==> config.mk <==
export PLATFORM = sky130hd
export DESIGN_NAME = video_line_scanner
export DESIGN_NICKNAME = d
export VERILOG_FILES = /design/src/rtl/video_pkg.sv /design/src/rtl/video_timing_gen.sv /design/src/rtl/video_line_scanner.sv
export SDC_FILE = /design/constraint.sdc
export NUM_CORES = 1
export LEC_CHECK = 0
export ABC_AREA = 1
export CORE_ASPECT_RATIO = 2
export CORE_MARGIN = 1
export CORE_UTILIZATION = 49
export CTS_BUF_LIST = sky130_fd_sc_hd__clkbuf_8
export DETAILED_ROUTE_END_ITERATION = 12
export HOLD_SLACK_MARGIN = 0.08
export PLACE_DENSITY = 0.77
export SETUP_SLACK_MARGIN = 0.2
export SLEW_MARGIN = 20
export SYNTH_ARGS = -nofsm -noshare
export SYNTH_HDL_FRONTEND = slang
export SYNTH_SLANG_ARGS = --single-unit
==> constraint.sdc <==
create_clock -name clk -period 9.9 [get_ports clk]
set_clock_uncertainty 0.15 [all_clocks]
set_input_delay 1.485 -clock clk [delete_from_list [all_inputs] [get_ports clk]]
set_output_delay 1.485 -clock clk [all_outputs]
set_load 0.005 [all_outputs]
==> src/rtl/video_pkg.sv <==
// Shared composite-video timing constants and PWM modulation thresholds.
// Modulation is negative, so sync sits at the highest threshold and white at the lowest.
package video_pkg;

  localparam int VID_LINE_CYCLES       = 1728;
  localparam int VID_SYNC_CYCLES       = 127;
  localparam int VID_ACTIVE_START      = 281;
  localparam int VID_PIXEL_DIV         = 4;
  localparam int VID_LINE_PIXELS       = 300;
  localparam int VID_FIELD_LINES       = 312;
  localparam int VID_ACTIVE_LINE_START = 8;
  localparam int VID_ACTIVE_LINES      = 304;
  localparam int VID_VSYNC_LINES       = 3;
  localparam int VID_ADDR_W            = 10;

  localparam logic [7:0] VID_THR_SYNC  = 8'd12;
  localparam logic [7:0] VID_THR_BLACK = 8'd9;
  localparam logic [7:0] VID_THR_WHITE = 8'd3;

  typedef enum logic [1:0] {
    REG_VSYNC,
    REG_EQUALIZE,
    REG_ACTIVE
  } line_region_t;

  function automatic logic [7:0] pixel_level(input logic       lit,
                                             input logic [7:0] thr_white,
                                             input logic [7:0] thr_black);
    return lit ? thr_white : thr_black;
  endfunction

endpackage

==> src/rtl/video_timing_gen.sv <==
// Horizontal/vertical scan counters with field toggle and per-line region classification.
// All counters collapse to the scan origin whenever enable is low.
module video_timing_gen
  import video_pkg::*;
#(
  parameter int LINE_CYCLES       = VID_LINE_CYCLES,
  parameter int FIELD_LINES       = VID_FIELD_LINES,
  parameter int ACTIVE_LINE_START = VID_ACTIVE_LINE_START,
  parameter int ACTIVE_LINES      = VID_ACTIVE_LINES,
  parameter int H_W               = $clog2(LINE_CYCLES),
  parameter int L_W               = $clog2(FIELD_LINES)
)(
  input  logic           clk,
  input  logic           rst_n,
  input  logic           enable,
  output logic [H_W-1:0] h,
  output logic [L_W-1:0] line,
  output logic           field,
  output line_region_t   region
);

  localparam logic [H_W-1:0] H_MAX       = H_W'(LINE_CYCLES - 1);
  localparam logic [L_W-1:0] L_MAX       = L_W'(FIELD_LINES - 1);
  localparam logic [L_W-1:0] L_EQ_FIRST  = L_W'(VID_VSYNC_LINES);
  localparam logic [L_W-1:0] L_ACT_FIRST = L_W'(ACTIVE_LINE_START);
  localparam logic [L_W-1:0] L_ACT_LAST  = L_W'(ACTIVE_LINE_START + ACTIVE_LINES - 1);

  always_ff @(posedge clk or negedge rst_n) begin
    if (!rst_n) begin
      h     <= '0;
      line  <= '0;
      field <= 1'b0;
    end else if (!enable) begin
      h     <= '0;
      line  <= '0;
      field <= 1'b0;
    end else if (h == H_MAX) begin
      h <= '0;
      if (line == L_MAX) begin
        line  <= '0;
        field <= ~field;
      end else begin
        line <= line + 1'b1;
      end
    end else begin
      h <= h + 1'b1;
    end
  end

  // Lines outside vsync and the picture area are treated as equalising lines.
  always_comb begin
    region = REG_EQUALIZE;
    if (line < L_EQ_FIRST)
      region = REG_VSYNC;
    else if ((line >= L_ACT_FIRST) && (line <= L_ACT_LAST))
      region = REG_ACTIVE;
  end

endmodule

==> src/rtl/video_line_scanner.sv <==
// Scans one video line per LINE_CYCLES clocks, fetching each picture line from the line BRAM
// into a local latch and emitting a registered PWM threshold per clock.
module video_line_scanner
  import video_pkg::*;
#(
  parameter int         LINE_CYCLES       = VID_LINE_CYCLES,
  parameter int         SYNC_CYCLES       = VID_SYNC_CYCLES,
  parameter int         ACTIVE_START      = VID_ACTIVE_START,
  parameter int         PIXEL_DIV         = VID_PIXEL_DIV,
  parameter int         LINE_PIXELS       = VID_LINE_PIXELS,
  parameter int         FIELD_LINES       = VID_FIELD_LINES,
  parameter int         ACTIVE_LINE_START = VID_ACTIVE_LINE_START,
  parameter int         ACTIVE_LINES      = VID_ACTIVE_LINES,
  parameter logic [7:0] THR_SYNC          = VID_THR_SYNC,
  parameter logic [7:0] THR_BLACK         = VID_THR_BLACK,
  parameter logic [7:0] THR_WHITE         = VID_THR_WHITE
)(
  input  logic                   clk,
  input  logic                   rst_n,
  input  logic                   enable,
  output logic [VID_ADDR_W-1:0]  bram_addr_rd,
  input  logic [LINE_PIXELS-1:0] bram_data_rd,
  output logic [7:0]             pwm_threshold,
  output logic                   field,
  output logic                   frame_start
);

  localparam int H_W = $clog2(LINE_CYCLES);
  localparam int L_W = $clog2(FIELD_LINES);
  localparam int P_W = (LINE_PIXELS > 1) ? $clog2(LINE_PIXELS) : 1;
  localparam int S_W = (PIXEL_DIV > 1) ? $clog2(PIXEL_DIV) : 1;

  localparam logic [H_W-1:0] H_SYNC_END  = H_W'(SYNC_CYCLES);
  localparam logic [H_W-1:0] H_BROAD_END = H_W'(LINE_CYCLES - SYNC_CYCLES);
  localparam logic [H_W-1:0] H_PRELOAD   = H_W'(ACTIVE_START - 1);
  localparam logic [H_W-1:0] H_ACT_START = H_W'(ACTIVE_START);
  localparam logic [H_W-1:0] H_ACT_END   = H_W'(ACTIVE_START + LINE_PIXELS * PIXEL_DIV);
  localparam logic [S_W-1:0] SUB_LAST    = S_W'(PIXEL_DIV - 1);
  localparam logic [P_W-1:0] PIX_LAST    = P_W'(LINE_PIXELS - 1);

  logic [1:0]             rst_sync;
  logic                   rst_sync_n;
  logic [H_W-1:0]         h;
  logic [L_W-1:0]         line;
  line_region_t           region;
  logic [LINE_PIXELS-1:0] line_latch;
  logic [P_W-1:0]         pix_idx;
  logic [S_W-1:0]         sub_cnt;
  logic                   in_window;
  logic [VID_ADDR_W-1:0]  line_addr;
  logic [7:0]             level;

  // Assertion is immediate; release is delayed two clocks so every counter leaves reset together.
  always_ff @(posedge clk or negedge rst_n) begin
    if (!rst_n)
      rst_sync <= 2'b00;
    else
      rst_sync <= {rst_sync[0], 1'b1};
  end

  assign rst_sync_n = rst_sync[1];

  video_timing_gen #(
    .LINE_CYCLES       (LINE_CYCLES),
    .FIELD_LINES       (FIELD_LINES),
    .ACTIVE_LINE_START (ACTIVE_LINE_START),
    .ACTIVE_LINES      (ACTIVE_LINES),
    .H_W               (H_W),
    .L_W               (L_W)
  ) u_timing (
    .clk    (clk),
    .rst_n  (rst_sync_n),
    .enable (enable),
    .h      (h),
    .line   (line),
    .field  (field),
    .region (region)
  );

  assign in_window = (h >= H_ACT_START) && (h < H_ACT_END);
  assign line_addr = (field ? VID_ADDR_W'(ACTIVE_LINES) : '0)
                   + VID_ADDR_W'(line) - VID_ADDR_W'(ACTIVE_LINE_START);

  always_ff @(posedge clk or negedge rst_sync_n) begin
    if (!rst_sync_n)
      bram_addr_rd <= '0;
    else if (!enable)
      bram_addr_rd <= '0;
    else if (h == '0)
      bram_addr_rd <= (region == REG_ACTIVE) ? line_addr : '0;
  end

  // Captured once just before the pixels start, so BRAM writes mid-line cannot tear the picture.
  always_ff @(posedge clk or negedge rst_sync_n) begin
    if (!rst_sync_n)
      line_latch <= '0;
    else if (enable && (region == REG_ACTIVE) && (h == H_PRELOAD))
      line_latch <= bram_data_rd;
  end

  // pix_idx tracks (h - ACTIVE_START) / PIXEL_DIV without a divider.
  always_ff @(posedge clk or negedge rst_sync_n) begin
    if (!rst_sync_n) begin
      pix_idx <= '0;
      sub_cnt <= '0;
    end else if (!enable || (h == H_PRELOAD)) begin
      pix_idx <= '0;
      sub_cnt <= '0;
    end else if (in_window) begin
      if (sub_cnt == SUB_LAST) begin
        sub_cnt <= '0;
        if (pix_idx != PIX_LAST)
          pix_idx <= pix_idx + 1'b1;
      end else begin
        sub_cnt <= sub_cnt + 1'b1;
      end
    end
  end

  always_comb begin
    level = THR_BLACK;
    case (region)
      REG_VSYNC: begin
        if (h < H_BROAD_END)
          level = THR_SYNC;
      end
      REG_ACTIVE: begin
        if (h < H_SYNC_END)
          level = THR_SYNC;
        else if (in_window)
          level = pixel_level(line_latch[pix_idx], THR_WHITE, THR_BLACK);
      end
      default: begin
        if (h < H_SYNC_END)
          level = THR_SYNC;
      end
    endcase
  end

  always_ff @(posedge clk or negedge rst_sync_n) begin
    if (!rst_sync_n) begin
      pwm_threshold <= THR_BLACK;
      frame_start   <= 1'b0;
    end else if (!enable) begin
      pwm_threshold <= THR_BLACK;
      frame_start   <= 1'b0;
    end else begin
      pwm_threshold <= level;
      frame_start   <= (h == '0) && (line == '0) && !field;
    end
  end

endmodule

==> summary.txt, run 1 <==
Run status
  • Status: finished, final reports clean

Worst setup path
  • Worst path max stage delay: 0.95 ns
  • CP required: 10.24 ns
  • Critical Path Most Common Cell: buf_4
  • Crit start category: input pin
  • Worst Path Arrival: 4.82 ns
  • Critical path class: in -> reg
  • Crit. End Element: register
  • Buffers & Inverters on Critical Path: 4
  • Delay-heaviest family, CP: buffers and inverters
  • Cell chain of the critical path: clkdlybuf4s50_1 -> nand3_1 -> inv_2 -> nand2_8 -> buf_4 -> buf_4 -> mux2_2
  • CP Max Fanout: 119
  • Crit. path cell count: 7
  • R2R Setup Slk: 5.57 ns
  • CP max-delay cell: buf_4
  • Reg2reg path depth: 10

Timing
  • Setup ws final: 5.421 ns
  • Fin crit period: 4.479 ns
  • RSZ-0062 raised after global routing: no
  • Tcrit/Tclk final: 0.4524
  • Setup Viol. Count Final: 0
  • Max Slew Vio Count: 0
  • Relative slew margins: 0.2432
  • Worst-Margin Slew: around 1.1 ns
  • Final Hold Vio Count: 0
  • Setup tns final: 0 ns
  • Max Fclk: roughly 220 MHz

GRT
  • GRT Total Usage: 0.2768
  • Vias in the first global route: 15.22k
  • Initial antenna violation count: 10
  • Global route overflow: 0
  • First-pass GRT wire length: 78.34 mm
  • Pin count of the biggest net entering global routing: between 100 and 150

Route
  • DRT Wirelength: 50.14 mm
  • DRT antenna net count: 0
  • Number of DRC markers in iteration 0: ~780
  • DR vias/cell: 5.306
  • Vias: 14.43k
  • DR pass1 iterations: 7
  • DR WL/cell: 18.44 um
  • Residual DRC: 0

Worst hold path
  • Worst min path class: reg -> reg
  • Hold Crit Depth: 0

Yosys
  • Post-synth top area cell: dfrtp_1
  • Mean Syn Cell Area: 9.059 um2
  • #FFs+latches synth: between 300 and 400
  • Fraction of registers with async set/reset: 1.000
  • Dominant synthesized flop cell: dfrtp_1
  • Dominant cells by area after synthesis: dfrtp_1 (49%), mux2_4 (8.5%), nor2_1 (7.3%)
  • Cells after Synth: 1,945
  • YS warnings: 0
  • Yosys cell types: between 40 and 50
  • Seq/Total Area, Yosys: 0.4958
  • Yosys top cell area share: 0.4928
  • Post-synth EDFFs: 0
  • Mapped cell area: approximately 0.018 mm2

Clocking
  • Post-CTS Setup Bufs: 0
  • Clock-pin slew on the worst setup and hold paths: 0.07 ns
  • H-Tree Depth: 2
  • Clk sinks: 349
  • Root buf cell: clkbuf_8
  • CTS buffer count: 51
  • Post-cts resize count: 0
  • CTS tree: built
  • Clock latency on the worst-skew pair: 0.62 ns
  • Longest Clk Path Bufs: 3
  • Number of hold buffers added after cts: 0

Die
  • Die X: 136.1 um
  • Chip height: 270.2 um
  • Initial Utilization: 0.5006
  • Row cnt: 97
  • # IOs: around 320
  • Die ar.: 0.03677 mm2
  • CORE AREA: 0.03520 mm2

Placed design
  • Routability cong.: 0.8671
  • Pre-CTS setup slack: between 4 and 5 ns
  • DPL Wire Length: between 30 and 40 mm
  • I/O Buffers: 318

Cells and area
  • Commonest non-fill, non-tap cell in the layout: dfrtp_1
  • Layout cells sized above 1: 0.1285
  • # nets final: 2,545
  • Most frequent cells in the layout: dfrtp_1 (343), nor2_1 (342), clkdlybuf4s50_1 (318)
  • Final Util: 0.6256
  • Area growth, synth to finish: 24.98%

Pwr
  • Lkg Pwr: 0.01097 uW
  • Pwr Density: 130.7 mW/mm2
  • Max VDD drop: 0.1131 mV

Flow run
  • Max-cap viol count: 0
[routing by layer]
metal	vias to the layer above	track usage	wire, um
met1	6959	0.2983	18200
met4	0	0.1766	2814
met2	469	0.4897	26390
li1	6853	-	-
met3	145	0.04673	2733
met5	-	0	0
[path summary, 6_finish.rpt]
kind / from / to
worst max-delay path: enable / line_latch[192]
worst min-delay path: rst_sync[0] / rst_sync[1]
worst max register to register: u_timing.line[6] / line_latch[192]
worst min register to register: rst_sync[0] / rst_sync[1]
max in group asynchronous: rst_sync[1] / line_latch[175]
min in group asynchronous: rst_sync[1] / line_latch[264]
[power by group]
group	internal [uW]	switching [uW]
Clock	675	574
Combinational	121	72.1
Sequential	1430	6.58
[registers in the layout, indices dropped and copies added, names as in the netlist]
name	cells
rst_sync	2
u_timing.line	9
frame_start	1
u_timing.h	11
sub_cnt	2
u_timing.field	1
bram_addr_rd	10
pix_idx	9
line_latch	300
pwm_threshold	4
[cell families after synthesis]
group,synth area share
compound gates,0.08550
buf+inv,0.07613
other cells,0.0004262
fa+ha+maj,0.01321
mux,0.1395
xor+xnor,0.005468
flops,0.4958
simple gates,0.1839
[layout make-up]
cell class / instances / area [um2]
timing repair buffer: 332 / 3299
fill: 2972 / 13180
sequential: 349 / 8748
inverter: 190 / 716.9
clock buffer: 69 / 949.7
clock inverter: 24 / 161.4
tap: 445 / 556.8
multi-input combinational: 1300 / 7562
antenna: 10 / 25.02
[synthesized netlist by cell type, types with 9 or more instances]
| cell | n |
|---|---|
| ha_1 | 17 |
| nor3_1 | 11 |
| inv_1 | 179 |
| buf_4 | 10 |
| nor2_1 | 342 |
| xor2_1 | 9 |
| mux2_2 | 75 |
| dfrtp_1 | 347 |
| a21oi_1 | 144 |
| o211ai_1 | 17 |
| o21ai_0 | 91 |
| buf_6 | 15 |
| mux2_1 | 10 |
| nand2_1 | 316 |
| mux2_4 | 100 |
| buf_2 | 54 |
| nand3_1 | 110 |
| clkbuf_1 | 30 |
[stage by stage]
stage | instance area [um2] | power [uW] | std cells | hold slack, ns
5_1_grt | 22020 | 2983 | 2719 | 0.2235
4_1_cts | 21980 | 2907 | 2709 | 0.2054
6_report | 22020 | 2877 | 2719 | 0.2057
3_3_place_gp | 20870 | 1654 | 2616 | 0.1883
3_5_place_dp | 20870 | 1656 | 2616 | 0.1950
2_1_floorplan | 17630 | 1506 | 1948 | 0.1811
Power figures use the tool's default switching activity.
==> run 2, diff against run 1 <==
--- a/config.mk
+++ b/config.mk
@@ -8,11 +8,11 @@
 export ABC_AREA = 1
 export CORE_ASPECT_RATIO = 2
 export CORE_MARGIN = 1
-export CORE_UTILIZATION = 49
+export CORE_UTILIZATION = 55
 export CTS_BUF_LIST = sky130_fd_sc_hd__clkbuf_8
 export DETAILED_ROUTE_END_ITERATION = 12
 export HOLD_SLACK_MARGIN = 0.08
-export PLACE_DENSITY = 0.77
+export PLACE_DENSITY = 0.82
 export SETUP_SLACK_MARGIN = 0.2
 export SLEW_MARGIN = 20
 export SYNTH_ARGS = -nofsm -noshare
==> constraint.sdc (replaced) <==
create_clock -name clk -period 4.2 [get_ports clk]
set_clock_uncertainty 0.15 [all_clocks]
set_input_delay 0.63 -clock clk [delete_from_list [all_inputs] [get_ports clk]]
set_output_delay 0.63 -clock clk [all_outputs]
set_load 0.005 [all_outputs]
==> run 2 against run 1 <==
Effect of this change:
- die area down 11%
- setup slack worse by 4.3 ns
- first-iteration DRC count up 19%
==> summary.txt, run 2 (synthesized netlist as in run 1, its figures left out) <==
Cells and area
  • Number of flip-flops in the largest register: 300
  • Leading registers by flop count: line_latch: 300 flops, u_timing.h: 11 flops, bram_addr_rd: 10 flops
  • Area growth, synth to finish: 25.66%
  • Commonest non-fill, non-tap cell in the layout: dfrtp_1
  • # nets final: 2,559
  • Most frequent cells in the layout: dfrtp_1 (344), nor2_1 (342), clkdlybuf4s50_1 (318)
  • Largest Register: line_latch
  • Layout cells sized above 1: 0.1294

GRT
  • Initial antenna violation count: 17
  • Pin count of the biggest net entering global routing: 193
  • GRT Total Usage: 0.3157
  • Vias in the first global route: 15.35k
  • First-pass GRT wire length: between 70 and 80 mm
  • Global route overflow: 0

Worst setup path
  • Worst path max stage delay: 0.52 ns
  • CP required: 4.53 ns
  • Critical path class: reg -> reg
  • Cell chain of the critical path: inv_1 -> ha_1 -> a31oi_1 -> o31ai_2 -> nand3_1 -> inv_2 -> nand2_8 -> buf_4 -> mux2_4
  • Crit start category: register
  • Worst Path Arrival: 3.42 ns
  • Crit. End Element: register
  • R2R Setup Slk: roughly 1.1 ns
  • CP Max Fanout: 90
  • Buffers & Inverters on Critical Path: 3
  • Delay-heaviest family, CP: simple AND/OR/NAND/NOR gates
  • CP max-delay cell: dfrtp_1

Timing
  • Fin crit period: 3.095 ns
  • Relative slew margins: 0.2919
  • Setup Viol. Count Final: 0
  • Max Fclk: around 320 MHz
  • Worst-Margin Slew: 1.062 ns
  • RSZ-0062 raised after global routing: no
  • Tcrit/Tclk final: 0.7369
  • Final Hold Vio Count: 0
  • Setup tns final: 0 ns
  • Max Slew Vio Count: 0

Die
  • Initial Utilization: 0.5586
  • CORE AREA: roughly 0.032 mm2
  • Die ar.: 0.03280 mm2
  • Row cnt: 92
  • Chip height: 255.1 um
  • # IOs: 323
  • Die X: 128.6 um

Route
  • DR pass1 iterations: 6
  • Residual DRC: 0
  • Number of DRC markers in iteration 0: 933
  • DRT Wirelength: around 51 mm
  • DR WL/cell: 18.82 um
  • DR vias/cell: around 5.4
  • Vias: 14.74k
  • DRT antenna net count: 0

Pwr
  • Max VDD drop: 0.2486 mV
  • Lkg Pwr: between 0.01 and 0.015 uW
  • Pwr Density: between 200 and 300 mW/mm2
  • Pwr Total: 6473 uW

Placed design
  • DPL Wire Length: 36.15 mm
  • Routability cong.: 0.8612
  • I/O Buffers: around 320

Clocking
  • Post-cts resize count: 0
  • Longest Clk Path Bufs: 3
  • CTS buffer count: 49
  • CTS tree: built
  • Clock-pin slew on the worst setup and hold paths: around 0.07 ns
  • H-Tree Depth: 2
  • Clock latency on the worst-skew pair: 0.60 ns
  • Post-CTS Setup Bufs: 0
  • Root buf cell: clkbuf_8
  • Clk sinks: ~350

Flow run
  • Max-cap viol count: 0

Run status
  • Status: finished, final reports clean

Worst hold path
  • Worst min path class: reg -> async
run 2: cell count changes in the layout (fill, tap and decap cells not counted), moves of 2 or more:
cell / change
diode_2: +7
inv_1: +3
clkbuf_8: -10
buf_12: +13
inv_6: -2
buf_6: -3
buf_4: +4
clkinv_2: +2
run 2: final cells by class:
| type | count | area, um2 |
|---|---|---|
| Antenna cell | 17 | 42.54 |
| Timing Repair Buffer | 348 | 3593 |
| Clock inverter | 26 | 137.6 |
| Tap cell | 423 | 529.3 |
| Multi-Input combinational cell | 1300 | 7562 |
| Fill cell | 2461 | 9400 |
| Inverter | 190 | 715.7 |
| Clock buffer | 59 | 812.0 |
| Sequential cell | 349 | 8747 |
run 2: repair_timing:
action | CTS | global route
hold buffers | 1 | 0
hold endpoints to repair | 2 | 0
setup endpoints to repair | 0 | 0
run 2: metal layers:
layer  part of all wire  track usage
met2               0.52       0.5626
met1               0.35       0.3355
met5                  0            0
met3              0.053      0.04891
met4              0.070       0.2282
run 2: report_power, final:
group	total, uW	internal (uW)	leakage, uW	switching [uW]
Combinational	474	295	0.00624	179
Sequential	3380	3370	0.00425	10.3
Clock	2620	1330	0.000554	1290
Total	6470	4990	0.0110	1480
run 2: through the flow:
step           setup WS (ns)    util  instance area, um2  instances  hold WS, ns
2_1_floorplan         0.6028       -               17630       1948       0.1812
3_3_place_gp           1.245  0.6693               21110       2608       0.1885
3_5_place_dp           1.177  0.6693               21110       2608       0.1957
6_report               1.105  0.7020               22140       2712       0.1027
4_1_cts                1.118  0.6997               22070       2694       0.2161
5_1_grt               0.9268  0.7020               22140       2712       0.1162
run 2: worst paths after layout:
| path | endpoint | depth (start not counted) | from |
|---|---|---|---|
| min reg2reg | line_latch[266] | 0 | rst_sync[1] |
| max | line_latch[0] | 9 | u_timing.line[6] |
| max reg2reg | line_latch[0] | 9 | u_timing.line[6] |
| min | line_latch[266] | 0 | rst_sync[1] |
| max in group asynchronous | line_latch[126] | 2 | rst_sync[1] |
| min in group clk | rst_sync[1] | 0 | rst_sync[0] |
==> run 3, diff against run 2 <==
--- a/config.mk
+++ b/config.mk
@@ -8,11 +8,11 @@
 export ABC_AREA = 1
 export CORE_ASPECT_RATIO = 2
 export CORE_MARGIN = 1
-export CORE_UTILIZATION = 55
+export CORE_UTILIZATION = 49
 export CTS_BUF_LIST = sky130_fd_sc_hd__clkbuf_8
 export DETAILED_ROUTE_END_ITERATION = 12
 export HOLD_SLACK_MARGIN = 0.08
-export PLACE_DENSITY = 0.82
+export PLACE_DENSITY = 0.77
 export SETUP_SLACK_MARGIN = 0.2
 export SLEW_MARGIN = 20
 export SYNTH_ARGS = -nofsm -noshare
==> constraint.sdc (replaced) <==
create_clock -name clk -period 2.8 [get_ports clk]
set_clock_uncertainty 0.15 [all_clocks]
set_input_delay 0.42 -clock clk [delete_from_list [all_inputs] [get_ports clk]]
set_output_delay 0.42 -clock clk [all_outputs]
set_load 0.005 [all_outputs]
==> run 3 against run 2 <==
Effect of this change:
- setup slack lost 0.78 ns
- total power grew 59%
- utilization shrank 5.8 points
- cell area grew 2.4%
- maximum frequency grew 25%
- register-to-register slack lost 0.78 ns
- sequential power grew 50%
- routed wire length grew 0.52%
- cell count grew 2.1%
- clock power grew 71%
- largest cell class unchanged
- largest power group unchanged
==> summary.txt, run 3 (synthesized netlist as in run 1, its figures left out) <==
Route
  • DR vias/cell: 5.324
  • DR WL/cell: 18.53 um
  • DRT Wirelength: 51.31 mm
  • Vias: 14.74k
  • DR WL met3: 2.743 mm
  • Max Used Layer: met4
  • DR WL met2: 26.54 mm
  • Number of DRC markers in iteration 0: 728
  • DR pass1 iterations: 5
  • DRT antenna net count: 0
  • Met1 wire length: 18.73 mm
  • Residual DRC: 0

Cells and area
  • Multi-input logic area: 0.007584 mm2
  • Final Util: 0.6440
  • Leading registers by flop count: line_latch: 300 flops, u_timing.h: 11 flops, bram_addr_rd: 10 flops
  • Commonest non-fill, non-tap cell in the layout: dfrtp_1
  • Most frequent cells in the layout: dfrtp_1 (343), nor2_1 (342), clkdlybuf4s50_1 (318)
  • Number of flip-flops in the largest register: 300
  • # nets final: 2,591
  • Storage cell area: 0.008748 mm2
  • Area growth, synth to finish: 28.65%
  • Layout cells sized above 1: 0.1510
  • Largest Register: line_latch
  • Fill cells: between 2k and 3k

Worst setup path
  • Setup crit start: u_timing.line[7]
  • Worst path max stage delay: 0.46 ns
  • CP required: ~3.1 ns
  • CP max-delay cell: dfrtp_1
  • Buffers & Inverters on Critical Path: 3
  • Worst R2R Start: u_timing.line[7]
  • CP Max Fanout: 65
  • Delay-heaviest family, CP: buffers and inverters
  • Worst Path Arrival: 2.79 ns
  • Critical path class: reg -> reg
  • Crit. End Element: register
  • Cell chain of the critical path: inv_1 -> ha_1 -> a31oi_1 -> o31ai_2 -> nand3_1 -> inv_2 -> nand2_8 -> buf_12 -> mux2_2
  • Crit start category: register

Pwr
  • Pwr Total: 10,280 uW
  • Max VDD drop: 0.3757 mV
  • Pwr Density: about 450 mW/mm2
  • Lkg Pwr: 0.01130 uW

Timing
  • Max Fclk: about 400 MHz
  • Fin crit period: 2.476 ns
  • Tcrit/Tclk final: 0.8845
  • Setup Viol. Count Final: 0
  • RSZ-0062 raised after global routing: yes
  • Worst-Margin Slew: ~0.73 ns
  • Relative slew margins: 0.5085
  • Final Hold Vio Count: 0
  • Max Slew Vio Count: 0

Clocking
  • CTS buffer count: 51
  • Clock latency on the worst-skew pair: 0.60 ns
  • Clk sinks: approximately 350
  • Longest Clk Path Bufs: 3
  • H-Tree Depth: 2
  • CTS tree: built
  • Root buf cell: clkbuf_8
  • Clock-pin slew on the worst setup and hold paths: 0.07 ns

Die
  • Die ar.: ~0.037 mm2
  • Initial Utilization: 0.5006
  • Die X: between 100 and 150 um
  • Row cnt: 97
  • CORE AREA: 0.03520 mm2
  • Chip height: 270.2 um
  • # IOs: ~320

GRT
  • First-pass GRT wire length: 79.19 mm
  • Initial antenna violation count: 12
  • Global route overflow: 0
  • Vias in the first global route: 15.37k
  • GRT Total Usage: 0.2802
  • Pin count of the biggest net entering global routing: 99

Run status
  • Status: finished, final reports clean

Placed design
  • Routability cong.: 0.8870
  • I/O Buffers: 318
  • DPL Wire Length: 36.07 mm

Flow run
  • Max-cap viol count: 0

Worst hold path
  • Worst min path class: reg -> async
## run 3: what timing repair did
action                                  4_1_cts  5_1_grt
setup buffers                                 0        4
gates resized for setup                       0        9
hold buffers                                  1        0
hold endpoints to repair                      2        0
endpoints found under the setup margin        0       15
## run 3: final timing paths
kind	slack [ns]	cells past startpoint	end
setup / recovery	0.32	9	line_latch[156]
hold / removal	0.13	0	line_latch[208]
setup reg to reg	0.32	9	line_latch[156]
min in group clk	0.19	0	rst_sync[1]
max in group asynchronous	1.46	1	line_latch[256]
hold reg to reg	0.13	0	line_latch[208]
## run 3: worst register-to-register path: cells and delay by family, from the launching register on
kind,cells,cell delay (ns)
buffers and inverters,3,0.53
AND/OR/NAND/NOR,2,0.29
multiplexers,1,0.41
flip-flops,1,0.46
AO/OA/AOI/OAI,2,0.30
adder cells (fa/ha/maj),1,0.22
## run 3: stage by stage
| stage | TNS [ns] | hold slack, ns | std cells | area [um2] | setup slack [ns] |
|---|---|---|---|---|---|
| after detailed placement | 0 | 0.1448 | 2656 | 21370 | 0.2115 |
| after floorplan | -275.05 | -0.02559 | 1948 | 17630 | -0.7972 |
| after CTS | 0 | 0.1524 | 2752 | 22540 | 0.2034 |
| after global routing | 0 | 0.1802 | 2769 | 22670 | 0.1621 |
| after global placement | 0 | 0.1395 | 2656 | 21370 | 0.2354 |
| final | 0 | 0.1341 | 2769 | 22670 | 0.3235 |
## run 3: layer usage
| metal | up-vias | GRT usage |
|---|---|---|
| li1 | 6957 | - |
| met2 | 530 | 0.4861 |
| met1 | 7083 | 0.3062 |
| met5 | - | 0 |
| met4 | 0 | 0.1971 |
| met3 | 171 | 0.04279 |
## run 3: report_power, final
part | switching, uW | internal (uW) | total [uW]
combinational | 281 | 440 | 721
clock | 2020 | 2470 | 4490
sequential | 16.7 | 5050 | 5070
total | 2310 | 7970 | 10300
## run 3: layout make-up
cell class                 count  area share
sequential                   349      0.3860
multi-input combinational   1300      0.3346
timing repair buffer         378      0.1707
clock buffer                  79     0.04797
inverter                     190     0.03174
tap                          445     0.02456
clock inverter                16    0.003202
antenna                       12    0.001325
